<file path="config.mk">
export PLATFORM = sky130hd
export DESIGN_NAME = cog_vidx
export DESIGN_NICKNAME = d
export VERILOG_FILES = /design/src/rtl/cog_vidx_pkg.sv /design/src/rtl/cog_vidx_fifo.sv /design/src/rtl/cog_vidx.sv
export SDC_FILE = /design/constraint.sdc
export NUM_CORES = 1
export LEC_CHECK = 0
export CAP_MARGIN = 5
export CELL_PAD_IN_SITES_DETAIL_PLACEMENT = 2
export CELL_PAD_IN_SITES_GLOBAL_PLACEMENT = 2
export CORE_MARGIN = 5
export CORE_UTILIZATION = 45
export DETAILED_ROUTE_END_ITERATION = 12
export GPL_TIMING_DRIVEN = 0
export PLACE_DENSITY = 0.75
export SLEW_MARGIN = 10
export SYNTH_ARGS = -nofsm -noshare
export SYNTH_HDL_FRONTEND = slang
export SYNTH_SLANG_ARGS = --single-unit
</file>
<file path="constraint.sdc">
create_clock -name clk_vid -period 17 [get_ports clk_vid]
set_input_delay 3.4 -clock clk_vid [delete_from_list [all_inputs] [get_ports clk_vid]]
set_output_delay 3.4 -clock clk_vid [all_outputs]
set_load 0.005 [all_outputs]
</file>
<file path="src/rtl/cog_vidx_pkg.sv">
// cog_vidx_pkg: shared encodings, vid field positions, broadcast level table
// and small helper functions for the cog_vidx video generator.
package cog_vidx_pkg;

  typedef enum logic [1:0] {
    MODE_OFF  = 2'b00,
    MODE_DISC = 2'b01,
    MODE_BB   = 2'b10,
    MODE_BC   = 2'b11
  } mode_e;

  typedef enum logic [1:0] {
    BPP_1  = 2'b00,
    BPP_2  = 2'b01,
    BPP_4  = 2'b10,
    BPP_4X = 2'b11
  } bpp_e;

  // vid register field positions
  localparam int VID_UR_CLR_BIT    = 31;
  localparam int VID_MODE_LSB      = 29;
  localparam int VID_BPP_LSB       = 27;
  localparam int VID_BB_CHROMA_BIT = 26;
  localparam int VID_BC_CHROMA_BIT = 25;
  localparam int VID_AURAL_LSB     = 22;
  localparam int VID_GROUP_LSB     = 8;
  localparam int VID_MASK_LSB      = 0;

  // scale register field positions
  localparam int SCL_CPP_LSB = 12;
  localparam int SCL_CPS_LSB = 0;

  // Broadcast level table, entry i at [3*i +: 3], index {carrier, composite[2:0]}.
  // Carrier low follows the composite level, carrier high mirrors it.
  localparam logic [47:0] BC_LEVEL_TABLE = {
    3'd0, 3'd1, 3'd2, 3'd3, 3'd4, 3'd5, 3'd6, 3'd7,
    3'd7, 3'd6, 3'd5, 3'd4, 3'd3, 3'd2, 3'd1, 3'd0
  };

  function automatic int clog2(input int value);
    int result;
    int v;
    result = 0;
    v = value - 1;
    while (v > 0) begin
      result = result + 1;
      v = v >> 1;
    end
    return result;
  endfunction

  // Chroma phase add plus luma modulation: the hue nibble offsets the running
  // phase; when chroma is on the luma level is nudged up/down with the carrier.
  function automatic logic [3:0] chroma_mod(input logic [7:0] disc,
                                            input logic [3:0] phase,
                                            input logic       chroma_en);
    logic [3:0] sum;
    logic [2:0] luma;
    logic       chroma;
    chroma = chroma_en & disc[3];
    sum    = phase + disc[7:4];
    luma   = disc[2:0];
    if (chroma) begin
      if (sum[3]) luma = (luma == 3'd7) ? luma : luma + 3'd1;
      else        luma = (luma == 3'd0) ? luma : luma - 3'd1;
    end
    return {chroma & sum[3], luma};
  endfunction

endpackage

</file>
<file path="src/rtl/cog_vidx_fifo.sv">
// cog_vidx_fifo: small synchronous FIFO for pixel/palette sets, with flush.
// A push at full is refused even when a pop happens in the same cycle.
module cog_vidx_fifo
  import cog_vidx_pkg::*;
#(
  parameter int DEPTH = 4,
  parameter int WIDTH = 160
) (
  input  logic                     clk,
  input  logic                     rst,
  input  logic                     flush,
  input  logic                     push,
  input  logic                     pop,
  input  logic [WIDTH-1:0]         din,
  output logic [WIDTH-1:0]         dout,
  output logic [clog2(DEPTH):0]    count,
  output logic                     empty
);

  localparam int AW = clog2(DEPTH);

  logic [WIDTH-1:0] mem [DEPTH];
  logic [AW-1:0]    wr_ptr_reg;
  logic [AW-1:0]    rd_ptr_reg;
  logic [AW:0]      count_reg;
  logic             push_ok;
  logic             pop_ok;

  assign empty   = (count_reg == '0);
  assign push_ok = push && (count_reg < (AW+1)'(DEPTH));
  assign pop_ok  = pop && !empty;
  assign count   = count_reg;
  assign dout    = mem[rd_ptr_reg];

  // storage write; contents need no reset, the pointers qualify them
  always_ff @(posedge clk) begin
    if (push_ok) mem[wr_ptr_reg] <= din;
  end

  // pointer and occupancy bookkeeping
  always_ff @(posedge clk or posedge rst) begin
    if (rst) begin
      wr_ptr_reg <= '0;
      rd_ptr_reg <= '0;
      count_reg  <= '0;
    end else if (flush) begin
      wr_ptr_reg <= '0;
      rd_ptr_reg <= '0;
      count_reg  <= '0;
    end else begin
      if (push_ok) wr_ptr_reg <= wr_ptr_reg + AW'(1);
      if (pop_ok)  rd_ptr_reg <= rd_ptr_reg + AW'(1);
      count_reg <= count_reg + (AW+1)'(push_ok) - (AW+1)'(pop_ok);
    end
  end

endmodule

</file>
<file path="src/rtl/cog_vidx.sv">
// cog_vidx: parametrised cog video generator on a single video clock.
// Sets (pixels + palette) arrive through a valid/ready FIFO; a pixel/set
// counter pair paces the shifter; the palette-looked-up byte is masked and
// placed on one 8-bit group of pin_out.
// Optional composite output (phase, baseband, broadcast) is compiled in
// with the macro COG_VIDX_COMPOSITE_EN; without it modes 10/11 act as 01.
module cog_vidx
  import cog_vidx_pkg::*;
#(
  parameter int PIN_W      = 32,
  parameter int FIFO_DEPTH = 4,
  parameter int ENTRY_W    = 8
) (
  input  logic                   clk_vid,
  input  logic                   res,
  input  logic                   cfg_we,
  input  logic [31:0]            cfg_data,
  input  logic                   scl_we,
  input  logic [19:0]            scl_data,
  input  logic                   set_valid,
  output logic                   set_ready,
  input  logic [31:0]            pixel,
  input  logic [16*ENTRY_W-1:0]  color,
  input  logic [7:0]             aural,
  input  logic                   carrier,
  output logic                   underrun,
  output logic                   busy,
  output logic [PIN_W-1:0]       pin_out
);

  localparam int SET_WIDTH = 32 + 16*ENTRY_W;
  localparam int CW        = clog2(FIFO_DEPTH) + 1;
  localparam int GROUPS    = PIN_W / 8;
  localparam int GW        = clog2(GROUPS);
  localparam int EB        = (ENTRY_W < 8) ? ENTRY_W : 8;

  logic [31:0]            vid_reg;
  logic [19:0]            scl_reg;
  logic [7:0]             cnt_reg, cnt_next;
  logic [11:0]            set_reg, set_next;
  logic [31:0]            pixels_reg, pixels_next, pixels_shifted;
  logic [16*ENTRY_W-1:0]  palette_reg, palette_next;
  logic                   underrun_reg, underrun_next;
  logic                   active_reg, active_next;
  logic [7:0]             discrete_reg;
  logic [ENTRY_W-1:0]     entry_sel;
  logic [7:0]             entry_byte;
  logic [7:0]             out_byte;
  logic [3:0]             pix_idx;
  logic [4:0]             grp;
  mode_e                  mode;
  bpp_e                   bpp;

  logic                   fifo_push, fifo_pop, fifo_flush, fifo_empty;
  logic [CW-1:0]          fifo_count;
  logic [SET_WIDTH-1:0]   fifo_dout;
  logic                   unused_bits;

  assign mode = mode_e'(vid_reg[VID_MODE_LSB +: 2]);
  assign bpp  = bpp_e'(vid_reg[VID_BPP_LSB +: 2]);

  assign set_ready  = (mode != MODE_OFF) && (fifo_count < CW'(FIFO_DEPTH));
  assign fifo_push  = set_valid && set_ready;
  assign fifo_flush = (mode == MODE_OFF);
  assign underrun   = underrun_reg;
  assign busy       = !fifo_empty || active_reg;

  cog_vidx_fifo #(
    .DEPTH (FIFO_DEPTH),
    .WIDTH (SET_WIDTH)
  ) u_fifo (
    .clk   (clk_vid),
    .rst   (res),
    .flush (fifo_flush),
    .push  (fifo_push),
    .pop   (fifo_pop),
    .din   ({color, pixel}),
    .dout  (fifo_dout),
    .count (fifo_count),
    .empty (fifo_empty)
  );

  // current pixel index and the pixel word after one pixel's worth of shift
  always_comb begin
    pix_idx        = pixels_reg[3:0];
    pixels_shifted = pixels_reg >> 4;
    case (bpp)
      BPP_1: begin
        pix_idx        = {3'b000, pixels_reg[0]};
        pixels_shifted = pixels_reg >> 1;
      end
      BPP_2: begin
        pix_idx        = {2'b00, pixels_reg[1:0]};
        pixels_shifted = pixels_reg >> 2;
      end
      default: ;
    endcase
  end

  // palette lookup, widened/narrowed to the 8-bit output byte
  always_comb begin
    entry_sel             = palette_reg[int'(pix_idx)*ENTRY_W +: ENTRY_W];
    entry_byte            = '0;
    entry_byte[EB-1:0]    = entry_sel[EB-1:0];
  end

  // counter pacing, set loads from the FIFO and the sticky underrun flag
  always_comb begin
    cnt_next      = cnt_reg;
    set_next      = set_reg;
    pixels_next   = pixels_reg;
    palette_next  = palette_reg;
    underrun_next = underrun_reg;
    active_next   = active_reg;
    fifo_pop      = 1'b0;
    if (cfg_we && cfg_data[VID_UR_CLR_BIT]) underrun_next = 1'b0;
    if (mode == MODE_OFF) begin
      cnt_next    = 8'd1;
      set_next    = 12'd1;
      active_next = 1'b0;
    end else if (set_reg == 12'd1) begin
      set_next = scl_reg[SCL_CPS_LSB +: 12];
      cnt_next = scl_reg[SCL_CPP_LSB +: 8];
      if (!fifo_empty) begin
        fifo_pop     = 1'b1;
        pixels_next  = fifo_dout[31:0];
        palette_next = fifo_dout[SET_WIDTH-1:32];
        active_next  = 1'b1;
      end else begin
        // starved: keep the old set running and flag it
        pixels_next   = pixels_shifted;
        underrun_next = 1'b1;
        active_next   = 1'b0;
      end
    end else if (cnt_reg == 8'd1) begin
      cnt_next    = scl_reg[SCL_CPP_LSB +: 8];
      set_next    = set_reg - 12'd1;
      pixels_next = pixels_shifted;
    end else begin
      cnt_next = cnt_reg - 8'd1;
      set_next = set_reg - 12'd1;
    end
  end

  // main state registers
  always_ff @(posedge clk_vid or posedge res) begin
    if (res) begin
      vid_reg      <= '0;
      scl_reg      <= '0;
      cnt_reg      <= 8'd1;
      set_reg      <= 12'd1;
      pixels_reg   <= '0;
      palette_reg  <= '0;
      discrete_reg <= '0;
      underrun_reg <= 1'b0;
      active_reg   <= 1'b0;
    end else begin
      if (cfg_we) vid_reg <= cfg_data;
      if (scl_we) scl_reg <= scl_data;
      cnt_reg      <= cnt_next;
      set_reg      <= set_next;
      pixels_reg   <= pixels_next;
      palette_reg  <= palette_next;
      discrete_reg <= entry_byte;
      underrun_reg <= underrun_next;
      active_reg   <= active_next;
    end
  end

`ifdef COG_VIDX_COMPOSITE_EN
  logic [3:0] phase_reg;
  logic [3:0] baseband_reg;
  logic [3:0] broadcast_reg;
  logic [3:0] composite;
  logic [2:0] level;
  logic       aural_bit;

  assign composite = chroma_mod(discrete_reg, phase_reg, vid_reg[VID_BC_CHROMA_BIT]);
  assign level     = BC_LEVEL_TABLE[int'({carrier, composite[2:0]})*3 +: 3];
  assign aural_bit = carrier ^ aural[vid_reg[VID_AURAL_LSB +: 3]];

  // phase counter and the discrete -> baseband/broadcast pipeline stage
  always_ff @(posedge clk_vid or posedge res) begin
    if (res) begin
      phase_reg     <= '0;
      baseband_reg  <= '0;
      broadcast_reg <= '0;
    end else begin
      if (mode != MODE_OFF) phase_reg <= phase_reg + 4'd1;
      baseband_reg  <= chroma_mod(discrete_reg, phase_reg, vid_reg[VID_BB_CHROMA_BIT]);
      broadcast_reg <= {aural_bit, level};
    end
  end

  assign unused_bits = ^{vid_reg[VID_UR_CLR_BIT], vid_reg[21:13], vid_reg[12:8]};

  // output byte selection by mode, then pin mask
  always_comb begin
    out_byte = 8'h00;
    case (mode)
      MODE_OFF:  out_byte = 8'h00;
      MODE_DISC: out_byte = discrete_reg;
      MODE_BB:   out_byte = {broadcast_reg, baseband_reg};
      MODE_BC:   out_byte = {baseband_reg, broadcast_reg};
      default:   out_byte = 8'h00;
    endcase
    out_byte = out_byte & vid_reg[VID_MASK_LSB +: 8];
  end
`else
  assign unused_bits = ^{vid_reg[VID_UR_CLR_BIT], vid_reg[26:13], vid_reg[12:8],
                         aural, carrier};

  // output byte selection by mode, then pin mask
  always_comb begin
    out_byte = 8'h00;
    if (mode != MODE_OFF) out_byte = discrete_reg;
    out_byte = out_byte & vid_reg[VID_MASK_LSB +: 8];
  end
`endif

  generate
    if (GW == 0) begin : g_grp_fixed
      assign grp = 5'd0;
    end else begin : g_grp_sel
      assign grp = 5'(vid_reg[VID_GROUP_LSB +: GW]);
    end
  endgenerate

  // place the byte on the selected group; every other group stays low
  genvar gi;
  generate
    for (gi = 0; gi < GROUPS; gi++) begin : g_group
      assign pin_out[8*gi +: 8] = (grp == 5'(gi)) ? out_byte : 8'h00;
    end
  endgenerate

endmodule

</file>
# Word-level counts from Yosys, hierarchy flattened
# Memories as Yosys holds them, arrays and structs flattened.
# Index checks and enable logic that the tools add are counted.
dict set report totals {
  elab_cells 79
  reg_bits 248
  memories 1
  mem_bits_rw 640
  inputBits 226
}
dict set report op_classes {
  bitwise_logic 3
  n_mux 31
  n_reduce_logical 18
  eq_ne 6
  shift 1
  n_addsub 6
  n_lt_le_gt_ge 1
}
# memory depth width read_ports rd_ports_with_merged_regs wr line
set mem_list {}
lappend mem_list {u_fifo.mem 4 160 1 0 1 cog_vidx_fifo.sv:22} ;# logic [WIDTH-1:0] mem [DEPTH];
# cell n
set ops {}
lappend ops {{$shiftx 128x8->8} 1}
lappend ops {{$mux 32} 3}
lappend ops {{$mux 8} 8}
lappend ops {{$pmux 31 s2} 1}
lappend ops {{$mux 12} 2}
lappend ops {{$eq 12x1->1 const B} 1}
lappend ops {{$sub 12x1->12 const B} 1}
lappend ops {{$mux 1} 11}
lappend ops {{$reduce_bool 2->1} 5}
lappend ops {{$and 8x8->8} 1}
lappend ops {{$eq 8x1->1 const B} 1}
lappend ops {{$mux 2} 4}
lappend ops {{$pmux 4 s2} 1}
lappend ops {{$sub 8x1->8 const B} 1}
lappend ops {{$logic_and 1x1->1} 5}
lappend ops {{$logic_not 5->1} 1}
lappend ops {{$add 2x1->2 const B} 2}
lappend ops {{$eq 2x1->1 const B} 2}
lappend ops {{$eq 2x2->1 const B} 2}
lappend ops {{$logic_not 2->1} 2}
lappend ops {{$add 3x1->3} 1}
lappend ops {{$logic_not 3->1} 1}
lappend ops {{$lt 3x3->1 const B} 1}
lappend ops {{$mux 3} 1}
lappend ops {{6 further kinds} 7}

# Logic depth before layout (Yosys ltp)
# Gate-level depths: netlist of the first run.
dict set report logic_depth {
  depth_word 7
  depth_mapped 13
  mapped_depth_nobuf 13
}

# By module
# A second synthesis of the first run with hierarchy kept.
dict set report hier_totals {
  hier_cells 1688
  area_unflattened_um2 34842.2
}
# module cells_each area_per_inst_um2 n_inst
set modules_own_cells {}
lappend modules_own_cells {cog_vidx_fifo 880 23493.8 1}
lappend modules_own_cells {cog_vidx 808 11348.4 1}

# Least setup slack after synthesis of the first run
# OpenSTA, ideal clock, no wires.
dict set report synth_path {
  path_kind {input port to flip-flop}
  from {input port set_valid}
  to {memory u_fifo.mem[0][0] (enable)}
  setup_ns 0.540
  path_slack_ns 9.045
  t_arrival_ns 7.415
  cell_stages 2
  t_required_ns 16.460
  cell_sequence {nor2b_1 and3_1}
}
dict set report synth_between {
  elab_chain_cells 4
}
# item line
set synth_rtl {}
lappend synth_rtl {{start, declared} cog_vidx.sv:20} ;# input logic set_valid,
lappend synth_rtl {{$logic_and 1x1->1} cog_vidx.sv:63} ;# assign fifo_push = set_valid && set_ready;
lappend synth_rtl {{$logic_and 1x1->1} cog_vidx_fifo.sv:30} ;# assign push_ok = push && (count_reg < (AW+1)'(DEPTH));
lappend synth_rtl {{$mux 1} cog_vidx_fifo.sv:37} ;# if (push_ok) mem[wr_ptr_reg] <= din;
lappend synth_rtl {{$mux 1 (not written as such)} cog_vidx_fifo.sv:37}
lappend synth_rtl {{end, declared} cog_vidx_fifo.sv:22}
# No other way between the ends.

# Worst setup path after layout of the first run
dict set report layout_path {
  from {register vid_reg[29]}
  to {output port set_ready}
}
dict set report layout_between {
  elab_chain_cells 2
}
# item line
set layout_rtl {}
lappend layout_rtl {{start, declared} cog_vidx.sv:37} ;# logic [31:0] vid_reg;
lappend layout_rtl {{start signal, assigned} cog_vidx.sv:158} ;# if (cfg_we) vid_reg <= cfg_data;
lappend layout_rtl {{$reduce_bool 2->1} cog_vidx.sv:62} ;# assign set_ready = (mode != MODE_OFF) && (fifo_count < CW'(FIFO_DEPTH));
lappend layout_rtl {{$logic_and 1x1->1} cog_vidx.sv:62}
lappend layout_rtl {{end, declared} cog_vidx.sv:21} ;# output logic set_ready,
# No other way between the ends.

==> results of run 1 <==
## routing by layer
metal  track usage  routed length, um  up-vias
met4        0.0482               1790       12
met3        0.0420               4070      121
met5             0                 80        -
met2         0.392              48200      412
li1              -                  -     7457
met1         0.290              37100     9507
## kinds of logic after synthesis
logic type / share of synthesized area
multiplexers: 0.217
flip-flops: 0.721
buffers and inverters: 0.0169
AND/OR/NAND/NOR: 0.0206
XOR/XNOR: 0.00353
adder cells (fa/ha/maj): 0.00418
AO/OA/AOI/OAI: 0.0175
## Yosys cell counts, types with 8 or more instances
cell / instances / area share
sky130_fd_sc_hd__a21oi_1: 12 / 0.0017
sky130_fd_sc_hd__buf_2: 13 / 0.0019
sky130_fd_sc_hd__mux4_2: 192 / 0.12
sky130_fd_sc_hd__mux2_1: 8 / 0.0026
sky130_fd_sc_hd__mux2_2: 116 / 0.038
sky130_fd_sc_hd__edfxtp_1: 640 / 0.55
sky130_fd_sc_hd__nor2_1: 56 / 0.0061
sky130_fd_sc_hd__dfrtp_1: 229 / 0.17
sky130_fd_sc_hd__o21ai_0: 33 / 0.0048
sky130_fd_sc_hd__inv_1: 11 / 0.0012
sky130_fd_sc_hd__nand2_1: 42 / 0.0045
sky130_fd_sc_hd__mux2_4: 100 / 0.043
sky130_fd_sc_hd__nand3_1: 9 / 0.0013
sky130_fd_sc_hd__xnor2_1: 9 / 0.0023
sky130_fd_sc_hd__ha_1: 10 / 0.0036
sky130_fd_sc_hd__a211oi_1: 11 / 0.0024
sky130_fd_sc_hd__mux2i_1: 30 / 0.0087
sky130_fd_sc_hd__clkbuf_1: 52 / 0.0056
sky130_fd_sc_hd__buf_8: 11 / 0.0048
## worst register-to-register path: stages (launching register included)
cell and delay [ns]:
sky130_fd_sc_hd__dfrtp_1 0.33, sky130_fd_sc_hd__clkbuf_1 0.42, sky130_fd_sc_hd__clkbuf_1 0.69, sky130_fd_sc_hd__clkbuf_1 0.83, sky130_fd_sc_hd__mux4_2 0.44, sky130_fd_sc_hd__a22oi_1 0.41
sky130_fd_sc_hd__nand3_1 0.20
## final cells by class
type	count	area, um^2
Antenna cell	7	17.5
Buffer	93	546
Clock buffer	130	2540
Clock inverter	44	528
Fill cell	6398	34400
Inverter	11	48.8
Multi-Input combinational cell	709	9130
Sequential cell	871	25000
Tap cell	1030	1290
Timing Repair Buffer	247	2730
## metrics by stage
step	worst slack (ns)	cells	util
2_1_floorplan	7.27	1684	-
3_5_place_dp	11.15	2961	0.508
5_1_grt	10.63	3137	0.549
4_1_cts	10.75	3135	0.549
3_3_place_gp	3.40	2946	0.503
6_report	10.84	3142	0.549
## where the power goes
part | internal (W) | switching, W
clock network | 0.00119 | 0.000846
registers | 0.00271 | 0.000239
logic | 0.000834 | 0.000755
## path summary, 6_finish.rpt
kind | start | endpoint | cells past startpoint
min reg2reg | palette_reg[13] | palette_reg[13] | 1
max | vid_reg[29] | set_ready | 4
min in group asynchronous | res | vid_reg[7] | 2
min | palette_reg[13] | palette_reg[13] | 1
max in group asynchronous | res | palette_reg[81] | 4
max reg2reg | pixels_reg[0] | discrete_reg[6] | 6
==> run summary, run 1 <==
Library cell appearing most often on the critical path - sky130_fd_sc_hd__nor2_1
Cell area after layout - 0.0418 mm^2
Slowest library cell on the worst path - sky130_fd_sc_hd__nor2_1
Detailed-route DRC error count - 0
PnR Total Power - 0.00657 W
Largest register FFs - 640
Fin Hold WS - 0.487 ns
Post-synthesis instance area - 0.0347 mm^2
Placed cell area - 0.0387 mm^2
RSZ-0062 raised after global routing - no
All-layer global routing usage - 0.222
Detailed Place HPWL - 60.5 mm
Post-synthesis async set-or-reset flop share - 0.265
Clock Sinks - 871
Clock insertion delay at the later pin of the skew report - 0.64 ns
Area enclosed by the die boundary - 0.0828 mm^2
Synth Register Bits - 871
Fmax - 0.162 GHz
Grt ovf - 0
Remaining antenna violation count - 0
DRC violation total after the first TritonRoute iteration - 1134
Most frequent cells in the layout - sky130_fd_sc_hd__edfxtp_1 (640), sky130_fd_sc_hd__clkdlybuf4s50_1 (232), sky130_fd_sc_hd__dfrtp_1 (229)
Distinct cell type count after synthesis - 61
Pins over their slew limit - 0
Final routed wire length divided by cell count - 29.0 um
Actual transition at the worst max-transition pin - 1.06 ns
Share of post-route cells with drive strength above 1 - 0.292
CTS hold repair buffers - 0
Final Hold Vio Count - 0
Cell area power density - 157 mW/mm^2
Startpoint type of the worst setup path - flip-flop
Total number of placement rows - 101
Yosys synthesis warning count - 0
Pre-Repair DR Iteration Count - 5
Setup tns final - 0 ns
Final GP Congestion - 0.787
Critical path class - flip-flop to output pin
Via count of the first global-routing pass - 20100
Clk pin slew, worst setup/hold paths - 0.06 ns
Die extent in x - 288 um
Floorplan die height - 288 um
Final Net Count - 2262
CTS root buffer - sky130_fd_sc_hd__clkbuf_16
Clk buf depth - 3
Critical path's largest stage delay - 0.61 ns
Mean instance size in the synthesized netlist - 20.6 um^2
Synthesized Nets - 1921
Ratio of final minimum period to clock period - 0.363
Cells after synthesis - 1684
Maximum number of pins on one net before global-route repair - 95
Most common library cell in the layout ignoring fill and taps - sky130_fd_sc_hd__edfxtp_1
Via Count - 17500
Final critical delay including setup and external delays - 6.16 ns
Total routed wirelength - 91.2 mm
Worst IR drop on VDD - 0.0000850 V
Boundary pin count - 261
Post-CTS Repair Setup Buffers - 0
EDFF count, synth - 640
Post_cts resized - 0
Setup skew after layout - 0.0195 ns
TritonCTS clock tree - built
First-pass GRT wire length - 137 mm
Vias/cell - 5.57
Buffers added on ports - 232
Finish-stage setup viols - 0
Hold crit path type - flip-flop to flip-flop
Combined buffer and inverter count along the critical path - 2
Starting density of the core - 0.455
Largest fanout on the critical path - 10
Crit. End Element - output pin
Cell breakdown of the critical path - nor2_1 -> clkbuf_1 -> nor2_1 -> clkdlybuf4s50_1
Top_reg_cell synth - sky130_fd_sc_hd__edfxtp_1
Initial antenna violation count - 12
Status - complete, no violations
Leak pwr - 14.6 nW
Worst path top cell family by delay - buffers and inverters
Required time worst endpoint - 13.60 ns
# Max-Cap Violations - 0
Growth of design area from synthesis to finish - 20.6%
Number of CTS-inserted buffers - 92
Data arrival time of the critical path - 2.76 ns
Area inside the core boundary - 0.0762 mm^2
Register-to-register setup slack - 13.51 ns
H-tree levels - 3
Share of the yosys chip area belonging to registers - 0.721
Worst slew margin relative to its limit - 0.294
Note: power is estimated with default switching activity, not from simulation.
==> inputs of run 2 (changes only) <==
Clock period 17 ns to 6 ns, I/O delays scaled along.
==> run 2 against run 1 <==
- clock skew up 0.0047 ns
- core utilization up 0.12 points
- hold slack better by 0.0090 ns
- flip-flop and latch count unchanged
- final cell count up 0.29%
- first-iteration DRC count down 2.0%
- non-clock buffer count up 8
- routed wire length up 0.29%
- register-to-register slack worse by 11 ns
- sequential power rose to 2.8 times the previous value
- global-route usage up 0.12 points
- setup slack worse by 8.8 ns
- critical path type unchanged
- critical endpoint unchanged
==> run summary, run 2 (synthesized netlist as in run 1, its figures left out) <==
Detailed-route DRC error count - 0
Clock Sinks - 871
Hold crit path type - flip-flop to flip-flop
Grt ovf - 0
DRC violation total after the first TritonRoute iteration - 1111
Post-placement setup slack - 2.42 ns
Die extent in x - 288 um
Area enclosed by the die boundary - 0.0828 mm^2
Cell breakdown of the critical path - nor2_1 -> clkbuf_1 -> nor2_1 -> clkdlybuf4s50_1
Area inside the core boundary - 0.0762 mm^2
Required time worst endpoint - 4.80 ns
Share of post-route cells with drive strength above 1 - 0.292
Starting density of the core - 0.455
Total number of placement rows - 101
CTS root buffer - sky130_fd_sc_hd__clkbuf_16
Capture endpoint of the worst hold path - palette_reg[13]
Via count of the first global-routing pass - 20100
Largest register FFs - 640
Reg-to-reg endpoint - discrete_reg[6]
TritonCTS clock tree - built
Clk buf depth - 3
Pre-Repair DR Iteration Count - 5
Startpoint of the tightest hold check path - palette_reg[13]
Number of CTS-inserted buffers - 93
Largest fanout on the critical path - 10
Final Net Count - 2271
Buffers added on ports - 232
Initial antenna violation count - 12
Clock insertion delay at the later pin of the skew report - 0.64 ns
Register-to-register setup slack - 2.59 ns
Worst path top cell family by delay - buffers and inverters
Clk pin slew, worst setup/hold paths - 0.06 ns
Via Count - 17400
CTS hold repair buffers - 0
Worst slew margin relative to its limit - 0.279
Crit. End Element - output pin
Critical path's largest stage delay - 0.61 ns
Pins over their slew limit - 0
Combined buffer and inverter count along the critical path - 2
Finish-stage setup viols - 0
Detailed Place HPWL - 61.9 mm
Final critical delay including setup and external delays - 3.97 ns
Floorplan die height - 288 um
Sequential standard cell area - 0.0250 mm^2
Count of filler cells inserted in the layout - 6424
# Max-Cap Violations - 0
Start of the worst register-to-register path - pixels_reg[0]
RSZ-0062 raised after global routing - no
Library cell appearing most often on the critical path - sky130_fd_sc_hd__nor2_1
Startpoint type of the worst setup path - flip-flop
First-pass GRT wire length - 137 mm
All-layer global routing usage - 0.223
Post_cts resized - 0
Ratio of final minimum period to clock period - 0.662
Critical path class - flip-flop to output pin
Worst-case setup margin in the final layout - 2.03 ns
Maximum number of pins on one net before global-route repair - 43
Worst hold path cell count - 1
Status - complete, no violations
Fin Hold WS - 0.496 ns
Multi-input gate area - 0.00913 mm^2
Final routed wire length divided by cell count - 29.0 um
Most common library cell in the layout ignoring fill and taps - sky130_fd_sc_hd__edfxtp_1
Growth of design area from synthesis to finish - 20.8%
Leak pwr - 14.6 nW
Slowest library cell on the worst path - sky130_fd_sc_hd__nor2_1
Most frequent cells in the layout - sky130_fd_sc_hd__edfxtp_1 (640), sky130_fd_sc_hd__clkdlybuf4s50_1 (232), sky130_fd_sc_hd__dfrtp_1 (229)
Final Hold Vio Count - 0
Final GP Congestion - 0.800
Fmax - 0.252 GHz
Number of cells traversed by the worst register-to-register path - 6
Boundary pin count - 261
Setup skew after layout - 0.0242 ns
Post-CTS Repair Setup Buffers - 0
Total routed wirelength - 91.5 mm
Data arrival time of the critical path - 2.77 ns
Remaining antenna violation count - 0
Cell area power density - 444 mW/mm^2
Worst IR drop on VDD - 0.000342 V
Actual transition at the worst max-transition pin - 1.08 ns
Fin util - 0.550
Setup tns final - 0 ns
H-tree levels - 3
Vias/cell - 5.54
==> run 2: final cells by class <==
| cell class | count | share of cell area |
|---|---|---|
| multi-input cells | 709 | 0.218 |
| well taps | 1030 | 0.0307 |
| diodes | 8 | 0.000477 |
| clock inverters | 36 | 0.00898 |
| flip-flops and latches | 871 | 0.596 |
| repair buffers | 255 | 0.0680 |
| clock buffers | 138 | 0.0636 |
| plain buffers | 93 | 0.0130 |
| inverters | 11 | 0.00107 |
==> run 2: worst max-delay path by stage <==
| stage | startpoint | endpoint | slack, ns | depth (start not counted) |
|---|---|---|---|---|
| finish | vid_reg[29] | set_ready | 2.03 | 4 |
| global route | vid_reg[29] | set_ready | 1.81 | 4 |
| CTS | vid_reg[29] | set_ready | 1.90 | 4 |
| detailed placement | set_valid | u_fifo.mem[0][127] | 2.42 | 5 |
| global placement | set_valid | u_fifo.mem[3][127] | -3.68 | 3 |
| floorplan | set_valid | u_fifo.mem[0][0] | 0.25 | 2 |
==> run 2: through the flow <==
stage	total power (W)	area, um^2	std cells
after floorplan	0.0114	34700	1684
after global placement	0.0128	38300	2946
after detailed placement	0.0130	38900	2969
after CTS	0.0189	41900	3143
after global routing	0.0195	41900	3144
final	0.0186	41900	3151
==> run 2: worst register-to-register path, delay by kind of cell, from the launching register on <==
family | cells | cell delay (ns)
multiplexers | 1 | 0.46
flip-flops | 1 | 0.33
buffers and inverters | 3 | 1.87
AO/OA/AOI/OAI | 1 | 0.34
AND/OR/NAND/NOR | 1 | 0.23
==> run 2: where the power goes <==
group	switching, W	internal [W]
Clock	0.00236	0.00338
Combinational	0.00214	0.00238
Sequential	0.000681	0.00768
Total	0.00518	0.0134
==> run 2: metal layers <==
layer / GRT usage / routed length (um) / vias to the layer above
met3: 0.0454 / 4360 / 134
met1: 0.285 / 36600 / 9422
met5: 0 / 37 / -
li1: - / - / 7480
met2: 0.395 / 48300 / 403
met4: 0.0563 / 2210 / 6
==> inputs of run 3 (changes only) <==
Clock period 6 ns to 3.9 ns, I/O delays scaled along.
==> run 3 against run 2 <==
- clock-buffer cell count increased by 4
- via count increased by 0.37%
- register-to-register slack worse by 2.1 ns
- first-iteration DRC count shrank 4.1%
- sequential share of layout area shrank 0.17 points
- flip-flop and latch count stayed put
- critical endpoint unchanged
- hold slack better by 0.0096 ns
- clock power rose by 59%
- non-clock buffer count unchanged
- sequential power is 54% higher
==> run summary, run 3 (synthesized netlist as in run 1, its figures left out) <==
Grt ovf - 0
Boundary pin count - 261
Initial antenna violation count - 8
DRC violation total after the first TritonRoute iteration - 1066
Post_cts resized - 0
Setup skew after layout - 0.0324 ns
Finish-stage setup viols - 0
Die extent in x - 288 um
Total number of placement rows - 101
Cell breakdown of the critical path - nor2_1 -> clkbuf_1 -> nor2_1 -> clkdlybuf4s50_1
Pins over their slew limit - 0
Setup tns final - 0 ns
PnR Total Power - 0.0289 W
Worst path top cell family by delay - buffers and inverters
TritonCTS clock tree - built
All-layer global routing usage - 0.224
Maximum number of pins on one net before global-route repair - 41
Clk pin slew, worst setup/hold paths - 0.05 ns
RSZ-0062 raised after global routing - no
Clk buf depth - 3
Final critical delay including setup and external delays - 3.57 ns
Growth of design area from synthesis to finish - 21.2%
Slowest library cell on the worst path - sky130_fd_sc_hd__nor2_1
Actual transition at the worst max-transition pin - 1.09 ns
Final routed wire length divided by cell count - 29.4 um
Data arrival time of the critical path - 2.79 ns
Critical path class - flip-flop to output pin
Power spent charging and discharging nets - 0.00808 W
Portion of total power attributed to sequential cells - 0.445
# Max-Cap Violations - 0
Library cell appearing most often on the critical path - sky130_fd_sc_hd__nor2_1
Clock insertion delay at the later pin of the skew report - 0.66 ns
Ratio of final minimum period to clock period - 0.916
Largest register FFs - 640
Fmax - 0.280 GHz
Detailed-route DRC error count - 0
Leak pwr - 14.7 nW
Starting density of the core - 0.455
CTS root buffer - sky130_fd_sc_hd__clkbuf_16
Combined buffer and inverter count along the critical path - 2
Pre-Repair DR Iteration Count - 5
Area enclosed by the die boundary - 0.0828 mm^2
Detailed Place HPWL - 61.5 mm
Fraction of power spent switching nets - 0.279
Most frequent cells in the layout - sky130_fd_sc_hd__edfxtp_1 (640), sky130_fd_sc_hd__clkdlybuf4s50_1 (232), sky130_fd_sc_hd__dfrtp_1 (229)
Post-CTS Repair Setup Buffers - 0
Combinational share of power - 0.240
Area inside the core boundary - 0.0762 mm^2
First-pass GRT wire length - 138 mm
H-tree levels - 3
Remaining antenna violation count - 0
P_int - 0.0208 W
Fin util - 0.552
Final Net Count - 2271
CTS hold repair buffers - 0
Largest fanout on the critical path - 10
Status - complete, no violations
Crit. End Element - output pin
Clock Sinks - 871
Via count of the first global-routing pass - 20100
Total routed wirelength - 92.6 mm
Clock group share of total power - 0.315
Critical path's largest stage delay - 0.62 ns
Final Hold Vio Count - 0
Buffers added on ports - 232
Final GP Congestion - 0.795
Worst slew margin relative to its limit - 0.270
Floorplan die height - 288 um
Hold crit path type - flip-flop to flip-flop
Most common library cell in the layout ignoring fill and taps - sky130_fd_sc_hd__edfxtp_1
Number of CTS-inserted buffers - 93
Required time worst endpoint - 3.12 ns
Startpoint type of the worst setup path - flip-flop
Via Count - 17500
Vias/cell - 5.55
Share of post-route cells with drive strength above 1 - 0.294
Cell area power density - 688 mW/mm^2
Worst IR drop on VDD - 0.000400 V
==> run 3: layout make-up <==
type                       instances  area (um^2)
multi-input combinational        709         9130
clock buffer                     142         2680
antenna                            7         17.5
timing repair buffer             255         2860
tap                             1030         1290
sequential                       871        25000
buffer                            93          546
inverter                          11         45.0
fill                            6385        34200
clock inverter                    34          475
==> run 3: metrics by stage <==
stage | setup WS (ns) | hold slack, ns | cells | area [um^2]
finish | 0.328 | 0.506 | 3152 | 42000
global route | 0.137 | 0.528 | 3145 | 42000
CTS | 0.213 | 0.511 | 3145 | 42000
detailed placement | 0.377 | 0.475 | 2969 | 38900
global placement | -2.02 | 0.465 | 2946 | 38300
floorplan | 0.0997 | 0.453 | 1684 | 34700
==> run 3: final timing paths <==
| check | from | end | slack (ns) | cells past startpoint |
|---|---|---|---|---|
| setup / recovery | vid_reg[29] | set_ready | 0.33 | 4 |
| hold / removal | scl_reg[2] | scl_reg[2] | 0.51 | 1 |
| setup reg to reg | pixels_reg[0] | discrete_reg[6] | 0.48 | 6 |
| hold reg to reg | scl_reg[2] | scl_reg[2] | 0.51 | 1 |
| max in group asynchronous | res | palette_reg[89] | 2.00 | 6 |
| min in group asynchronous | res | scl_reg[14] | 0.60 | 2 |
==> run 3: per-layer routing <==
metal / share of wire / routed length, um / GRT usage / vias up
met5: 0.00029 / 27 / 0 / -
met4: 0.020 / 1870 / 0.0478 / 4
met3: 0.045 / 4160 / 0.0445 / 124
met2: 0.53 / 49500 / 0.402 / 403
met1: 0.40 / 37000 / 0.287 / 9504
li1: - / - / - / 7474
==> run 3: power by group through the flow <==
stage / Clock [W] / Sequential, W / Combinational, W
6_report: 0.00910 / 0.0129 / 0.00695
5_1_grt: 0.00977 / 0.0130 / 0.00741
4_1_cts: 0.00930 / 0.0129 / 0.00711
3_5_place_dp: 0 / 0.0130 / 0.00700
3_3_place_gp: 0 / 0.0130 / 0.00654
2_1_floorplan: 0 / 0.0126 / 0.00484
==> run 3: worst reg2reg max path, cell delays in order (launching register included) <==
cell and delay (ns):
sky130_fd_sc_hd__dfrtp_1 0.33, sky130_fd_sc_hd__clkbuf_1 0.37, sky130_fd_sc_hd__clkbuf_1 0.63, sky130_fd_sc_hd__clkbuf_1 0.88
sky130_fd_sc_hd__mux4_2 0.45, sky130_fd_sc_hd__a22oi_1 0.39, sky130_fd_sc_hd__nand3_1 0.22
==> RTL change, RTL diff (flow settings as in run 1) <==
Set the parameter `ENTRY_W` to 9 (it was 8).
--- a/src/rtl/cog_vidx.sv
+++ b/src/rtl/cog_vidx.sv
@@ -9,7 +9,7 @@
 #(
   parameter int PIN_W      = 32,
   parameter int FIFO_DEPTH = 4,
-  parameter int ENTRY_W    = 8
+  parameter int ENTRY_W    = 9
 ) (
   input  logic                   clk_vid,
   input  logic                   res,
Interface: changed (resized color); port bits go from 261 to 277. The function was not compared with the original's and may differ.
==> RTL change against run 1 <==
Sequential cell count did not move; wire length grew 2.0%; combinational power shrank 8%; utilization down 0.52 points; count of clock-buffer cells in the layout up 1; area after synthesis down 1.5%; power fell by 3.5%; synthesized cell count is 0.42% lower; final area fell by 1.6%; non-clock buffer count decreased by 1; worst setup slack worse by 0.054 ns.
==> RTL change: results (changes against run 1) <==
- Outcome: finished clean
- Dpl hpwl: 61,700 µm (+2.1%)
- Slowest stage delay, CP: 0.56 ns (-0.05 ns)
- Total CTS buffers: 93 (+1.1%)
- FF-to-FF setup slack: 12.97 ns (-0.54 ns)
- Post-Route WL: 93,100 µm (+2.0%)
- R2R cell count: 13 (+7)
- Repair and plain buffers: 339 (-0.29%)
- RR Endpoint: u_fifo.count[2]
- P_int: 0.00454 W (-4.1%)
- Nets: 2,272 (+0.44%)
- Initial antenna violation count: 14 (+2)
- Worst slew margin: 0.173 (-0.121)
- Layout cells sized above 1: 0.247 (-0.0448)
- Vias in the first global route: 20,100 (+0.20%)
- Syn_nets: 1,930 (+0.47%)
- CP Data Arrival Time: 2.82 ns (+0.06 ns)
- Non-clock inverters: 14 (+3)
- Combinational power share: 0.230 (-0.012)
- GPL Wtd Cong: 0.795 (+1.1%)
- Largest net degree at the start of global routing: 98 (+3.2%)
- Multi-input gates: 700 (-1.3%)
- Seq/Total Area, Yosys: 0.731 (+0.0108)
- Placed cells: 2,902 (-2.0%)
- Ant diodes: 12 (+5)
- Drt via density: 5.71 (+2.5%)
- Multi-input gate area: 8690 µm² (-4.8%)
- Crit path capture: pin_out[12]
- Most frequent cells after synthesis: 640 x edfxtp_1, 229 x dfrtp_1, 192 x mux4_2, 130 x mux2_2, 94 x mux2_1
- Leakage: 14.3 nW (-1.7%)
- Max stage delay cell, worst path: clkbuf_1
- Starting DRT DRC Count: 1,300 (+15%)
- Seq area share: 0.607 (+0.00976)
RTL change: per-stage QoR:
stage               hold WS, ns  total power (W)  utilization
global route              0.511          0.00662        0.543
detailed placement        0.475          0.00441        0.504
CTS                       0.494          0.00642        0.543
floorplan                 0.440          0.00384            -
global placement          0.463          0.00433        0.498
finish                    0.490          0.00634        0.544
RTL change: routing by layer:
metal | vias up | GRT usage | share of wire
li1 | 7457 | - | -
met1 | 9558 | 0.289 | 0.39
met2 | 493 | 0.405 | 0.53
met3 | 131 | 0.0484 | 0.052
met4 | 4 | 0.0561 | 0.023
met5 | - | 0 | 0.00024
RTL change: worst max-delay path: cells and delay by family, from the launching register on:
family	cells	cell delay, ns
flip-flops	1	0.37
AND/OR/NAND/NOR	3	0.76
buffers and inverters	2	1.08
RTL change: worst min-delay path by stage:
stage | start | to | slack [ns] | cells past startpoint
after floorplan | set_reg[11] | set_reg[11] | 0.44 | 1
after global placement | palette_reg[54] | palette_reg[54] | 0.46 | 1
after detailed placement | palette_reg[10] | palette_reg[10] | 0.47 | 1
after CTS | palette_reg[9] | palette_reg[9] | 0.49 | 1
after global routing | palette_reg[105] | palette_reg[105] | 0.51 | 1
final | palette_reg[10] | palette_reg[10] | 0.49 | 1
RTL change: cells by family (layout without fill, tap and decap cells):
logic type               count (synthesis)  after routing  synth area share
AO/OA/AOI/OAI                           85             85            0.0164
XOR/XNOR                                16             16           0.00410
adder cells (fa/ha/maj)                 11             11           0.00425
buffers and inverters                  106            527            0.0151
flip-flops                             871            871             0.731
multiplexers                           447            447             0.209
other                                    0             12                 0
AND/OR/NAND/NOR                        141            141            0.0194
